File: src/rtl/tdm_demux4.sv
// tdm_demux4: 1:4 time-division demultiplexer with sof-based framing,
// auto-resync, and optional parity check (`TDM_DEMUX_PARITY_EN).
// Ports: clk, rst_n, din/din_valid/sof/din_par in; out0..out3,
// frame_valid, sync_err, par_err, locked, frame_cnt out.
module tdm_demux4 #(
  parameter int WIDTH = 8
) (
  input  logic             clk,
  input  logic             rst_n,
  input  logic [WIDTH-1:0] din,
  input  logic             din_valid,
  input  logic             sof,
  input  logic             din_par,
  output logic [WIDTH-1:0] out0,
  output logic [WIDTH-1:0] out1,
  output logic [WIDTH-1:0] out2,
  output logic [WIDTH-1:0] out3,
  output logic             frame_valid,
  output logic             sync_err,
  output logic             par_err,
  output logic             locked,
  output logic [7:0]       frame_cnt
);

  typedef enum logic {HUNT, LOCKED} state_t;

  state_t           state, state_n;
  logic [1:0]       slot, slot_n;
  logic [WIDTH-1:0] stg0, stg1, stg2;
  logic [WIDTH-1:0] stg0_n, stg1_n, stg2_n;
  logic [WIDTH-1:0] o0_n, o1_n, o2_n, o3_n;
  logic             fv_n, se_n;
  logic [7:0]       cnt_n;

  logic hunt, c_start, c_drop, c_lost;
  logic c_last, c_mid;

  // Any sof beat (re)starts a frame; the
  // remaining cases are mutually exclusive.
  assign hunt    = (state == HUNT);
  assign c_start = sof;
  assign c_drop  = !sof && hunt;
  assign c_lost  = !sof && !hunt
                   && (slot == 2'd0);
  assign c_last  = !sof && !hunt
                   && (slot == 2'd3);
  assign c_mid   = !sof && !hunt
                   && (slot == 2'd1
                   ||  slot == 2'd2);

  assign locked = (state == LOCKED);

`ifdef TDM_DEMUX_PARITY_EN
  logic stk, stk_n, pe_n, bad;
  assign bad = ^{din, din_par};
`else
  logic unused_par;
  assign unused_par = din_par;
  assign par_err    = 1'b0;
`endif

  always_comb begin
    state_n = state;
    slot_n  = slot;
    stg0_n  = stg0;
    stg1_n  = stg1;
    stg2_n  = stg2;
    o0_n    = out0;
    o1_n    = out1;
    o2_n    = out2;
    o3_n    = out3;
    fv_n    = 1'b0;
    se_n    = 1'b0;
    cnt_n   = frame_cnt;
`ifdef TDM_DEMUX_PARITY_EN
    stk_n   = stk;
    pe_n    = 1'b0;
`endif
    if (din_valid) begin
      unique case (1'b1)
        c_start: begin
          se_n    = !hunt && (slot != 2'd0);
          stg0_n  = din;
          slot_n  = 2'd1;
          state_n = LOCKED;
`ifdef TDM_DEMUX_PARITY_EN
          stk_n   = bad;
`endif
        end
        c_drop: begin
        end
        c_lost: begin
          se_n    = 1'b1;
          state_n = HUNT;
`ifdef TDM_DEMUX_PARITY_EN
          stk_n   = 1'b0;
`endif
        end
        c_last: begin
          o0_n   = stg0;
          o1_n   = stg1;
          o2_n   = stg2;
          o3_n   = din;
          fv_n   = 1'b1;
          cnt_n  = frame_cnt + 8'd1;
          slot_n = 2'd0;
`ifdef TDM_DEMUX_PARITY_EN
          pe_n   = stk | bad;
          stk_n  = 1'b0;
`endif
        end
        c_mid: begin
          if (slot == 2'd1) stg1_n = din;
          else              stg2_n = din;
          slot_n = slot + 2'd1;
`ifdef TDM_DEMUX_PARITY_EN
          stk_n  = stk | bad;
`endif
        end
        default: begin
        end
      endcase
    end
  end

  always_ff @(posedge clk or negedge rst_n) begin
    if (!rst_n) begin
      state       <= HUNT;
      slot        <= 2'd0;
      stg0        <= '0;
      stg1        <= '0;
      stg2        <= '0;
      out0        <= '0;
      out1        <= '0;
      out2        <= '0;
      out3        <= '0;
      frame_valid <= 1'b0;
      sync_err    <= 1'b0;
      frame_cnt   <= 8'd0;
    end else begin
      state       <= state_n;
      slot        <= slot_n;
      stg0        <= stg0_n;
      stg1        <= stg1_n;
      stg2        <= stg2_n;
      out0        <= o0_n;
      out1        <= o1_n;
      out2        <= o2_n;
      out3        <= o3_n;
      frame_valid <= fv_n;
      sync_err    <= se_n;
      frame_cnt   <= cnt_n;
    end
  end

`ifdef TDM_DEMUX_PARITY_EN
  always_ff @(posedge clk or negedge rst_n) begin
    if (!rst_n) begin
      stk     <= 1'b0;
      par_err <= 1'b0;
    end else begin
      stk     <= stk_n;
      par_err <= pe_n;
    end
  end
`endif

endmodule

File: config.mk
export PLATFORM = sky130hd
export DESIGN_NAME = tdm_demux4
export DESIGN_NICKNAME = d
export VERILOG_FILES = /design/src/rtl/tdm_demux4.sv
export SDC_FILE = /design/constraint.sdc
export NUM_CORES = 1
export LEC_CHECK = 0
export ABC_AREA = 1
export BUFFER_PORTS_ARGS = -buffer_cell sky130_fd_sc_hd__buf_4
export CAP_MARGIN = 20
export CORE_ASPECT_RATIO = 0.6
export CORE_MARGIN = 5
export CORE_UTILIZATION = 44
export DETAILED_ROUTE_END_ITERATION = 10
export PLACE_DENSITY = 0.69
export SYNTH_ARGS = -nofsm -noshare
export SYNTH_HDL_FRONTEND = slang
export SYNTH_SLANG_ARGS = --single-unit
File: constraint.sdc
create_clock -name clk -period 1.6 [get_ports clk]
set_clock_uncertainty 0.2 [all_clocks]
set_input_delay 0.24 -clock clk [delete_from_list [all_inputs] [get_ports clk]]
set_output_delay 0.24 -clock clk [all_outputs]
set_load 0.01 [all_outputs]
==> impl_metrics.csv <==
group,metric,value,unit
worst_setup_path,worstSetupPathType,"reg -> reg",
worst_setup_path,worstPathRequired,1.66,ns
die,io_pins,57,
sta,final.min_clock_period,1.63,ns
worst_setup_path,reg2regPathDepth,7,
routing,wl_per_cell,13.0,um
power_and_ir_drop,p_int,4.08,mW
sta,max_freq,615,MHz
grt,use_met3,5.58,%
run_status,status,"complete, but fails checks",
power_and_ir_drop,clockPowerShare,22.3,%
sta,period_share,102,%
layout,finish.instance_area,3740,sq um
run_status,violations,"setup timing",
power_and_ir_drop,p_per_area,1630,nW/um^2
placed_design,placed_cell_area,3410,sq um
yosys,ys_types,22,
yosys,synth-seq-cells,69,
die,initial_core_util,45.6,%
yosys,synth_area,2810,sq um
die,die_h,71.9,um
routing,ant_nets,0,
clock_network,cts_tree,"built",
placed_design,dpl.hpwl,4410,um
layout,syn2layout_area_growth,33.0,%
power_and_ir_drop,p_sw,2.02,mW
worst_setup_path,crit_end,"stg1[4]",
yosys,synthCells,299,
layout,drive_above_1_share,25.3,%
grt,overflow,0,
yosys,avgSynthCellArea,9.39,sq um
routing,first_pass_iters,4,
clock_network,clk_latency,0.33,ns
worst_setup_path,critPathLaunchType,"flip-flop",
clock_network,cts_root_buf,"clkbuf_8",
power_and_ir_drop,vdd_drop_max,702,uV
die,coreArea,6170,sq um
sta,setup_violations,7,
yosys,synth_nets,316,
worst_setup_path,ff2ff_setup_slack,-0.03,ns
power_and_ir_drop,pwr-share-seq,44.6,%
placed_design,gp_congestion,0.775,
power_and_ir_drop,power.share.switching,33.1,%
sta,tns,-0.0680,ns
grt,grt_pass1_wl,10300,um
die,rows,22,
routing,drt_iter0_markers,84,
layout,fin_nets,393,
worst_setup_path,endpoint_kind,"flip-flop",
grt,grt_max_degree,34,
yosys,yosys_warnings,0,
clock_network,cts_max_path_buffers,2,
sta,final_hold_viol_count,0,
routing,drc_errors,0,
worst_setup_path,worstPathArrival,1.68,ns
clock_network,clock_sink_count,69,
routing,routed_wirelength,6030,um
worst_setup_path,r2r-start,"slot[0]",
worst_setup_path,startpoint,"slot[0]",
hold_path,hold_path.class,"in -> reg",
grt,grt-busiest-layer,"met2",
layout,diodes,0,
sta,layout_setup_ws,-0.0259,ns
routing,viasPerCell,4.65,
clock_network,cts_made_buffers,9,
die,die_w,113,um
sta,grt_setup_unrepaired,"true",
worst_setup_path,cp_max_fo,15,
placed_design,portBuffers,54,
grt,use_met1,22.1,%
routing,vias,2159,
clock_network,path_clk_slew,0.07,ns
grt,antenna_found_initial,0,
power_and_ir_drop,p_leak,1.92,nW
clock_network,htreeDepth,3,
hold_path,hold_path_depth,3,
yosys,ys_seq_area_share,61.5,%
grt,grt_use_met2,23.9,%
grt,track_usage,16.2,%
sta,slew_violations,0,
flow_run,max_cap_viol_count,0,
power_and_ir_drop,comb_power_share,33.1,%
grt,grt_pass1_vias,2108,
die,die-area,8130,sq um
worst_setup_path,r2r-end,"stg1[4]",
[flip-flops by register name, indices dropped and copies added, names as in the netlist]
signal / count
frame_cnt: 8
stg2: 8
slot: 2
out1: 8
locked: 1
out3: 8
out2: 8
sync_err: 1
frame_valid: 1
stg0: 8
out0: 8
stg1: 8
[synthesized netlist by cell type]
| library cell | instances | share of area (%) |
|---|---|---|
| nand4_4 | 1 | 0.76 |
| clkbuf_1 | 5 | 0.67 |
| inv_1 | 34 | 4.5 |
| nand2_2 | 2 | 0.45 |
| ha_1 | 4 | 1.8 |
| buf_4 | 2 | 0.53 |
| dfrtp_1 | 69 | 61 |
| o21ai_1 | 22 | 3.9 |
| buf_6 | 3 | 1.2 |
| xor2_1 | 1 | 0.31 |
| buf_2 | 2 | 0.36 |
| a21oi_1 | 1 | 0.18 |
| xnor2_1 | 3 | 0.94 |
| conb_1 | 1 | 0.13 |
| o21a_1 | 1 | 0.27 |
| o21ai_0 | 27 | 4.8 |
| nand2_1 | 106 | 14 |
| nand4_1 | 2 | 0.45 |
| nor2_1 | 4 | 0.53 |
| nand3_1 | 5 | 0.89 |
| nor2_4 | 3 | 1.2 |
| nand4_2 | 1 | 0.45 |
[critical path: stages (launching register included)]
cell     delay (ns)
dfrtp_1        0.43
inv_2          0.07
ha_4           0.29
nand4_4        0.12
nor2_4         0.15
buf_12         0.14
nand2_1        0.07
o21ai_1        0.07
[power by group through the flow]
stage / registers, mW / logic [mW] / clock network, mW
6_report: 2.72 / 2.02 / 1.36
5_1_grt: 2.81 / 2.26 / 1.47
4_1_cts: 2.71 / 2.04 / 1.39
3_5_place_dp: 2.74 / 1.99 / 0
3_3_place_gp: 2.72 / 1.92 / 0
2_1_floorplan: 2.87 / 0.853 / 0
[metrics by stage]
stage               power, mW  util [%]  setup WS [ns]  hold WS (ns)  cells
finish                   6.10      60.6        -0.0259        0.0406    464
global route             6.54      60.6         -0.106        0.0374    464
CTS                      6.15      60.3         0.0101        0.0185    464
detailed placement       4.73      55.4        -0.0947       -0.0403    438
global placement         4.64      55.4        -0.0254       -0.0456    438
floorplan                3.72         -         0.0119        -0.256    299
[routing by layer]
layer	routed length [um]	part of all wire (%)
met5	0	0
met4	86	1.4
met3	339	5.6
met2	2700	45
met1	2900	48
[layout make-up]
class,instances,area [sq um]
clock buffers,9,124
clock inverters,6,65.1
fillers,536,2430
inverters,34,128
multi-input cells,184,913
flip-flops and latches,69,1730
well taps,84,105
repair buffers,78,674
[worst min path at each step]
stage,endpoint,slack [ns],start
floorplan,frame_cnt[0],-0.26,rst_n
global placement,out2[0],-0.05,rst_n
detailed placement,out2[0],-0.04,rst_n
CTS,sync_err,0.02,din_valid
global route,sync_err,0.04,din_valid
finish,sync_err,0.04,din_valid
[kinds of logic after synthesis]
group	after synthesis	synth area share, %
adders and majority gates	4	1.78
DFF	69	61.5
and+or+nand+nor	124	18.9
other	1	0.134
buffers and inverters	46	7.30
AOI/OAI and AO/OA	51	9.18
xor gates and xnor gates	4	1.25
[placed cells by master (no fill, tap or decap), types with 3 or more instances in the layout]
cell type and instances:
buf_12 5, buf_4 63, clkbuf_8 9, dfrtp_1 69
dlygate4sd3_1 9, inv_1 32, nand2_1 106, nand3_1 5
nor2_1 4, nor2_4 3, o21ai_0 24, o21ai_1 25
xnor2_1 3
[what timing repair did]
item,4_1_cts,5_1_grt
setup buffers,2,0
pin swaps,2,3
setup endpoints to repair,50,42
hold buffers,9,0
gates resized for setup,2,7
endpoints found under the hold margin,91,0
Power figures use the tool's default switching activity.
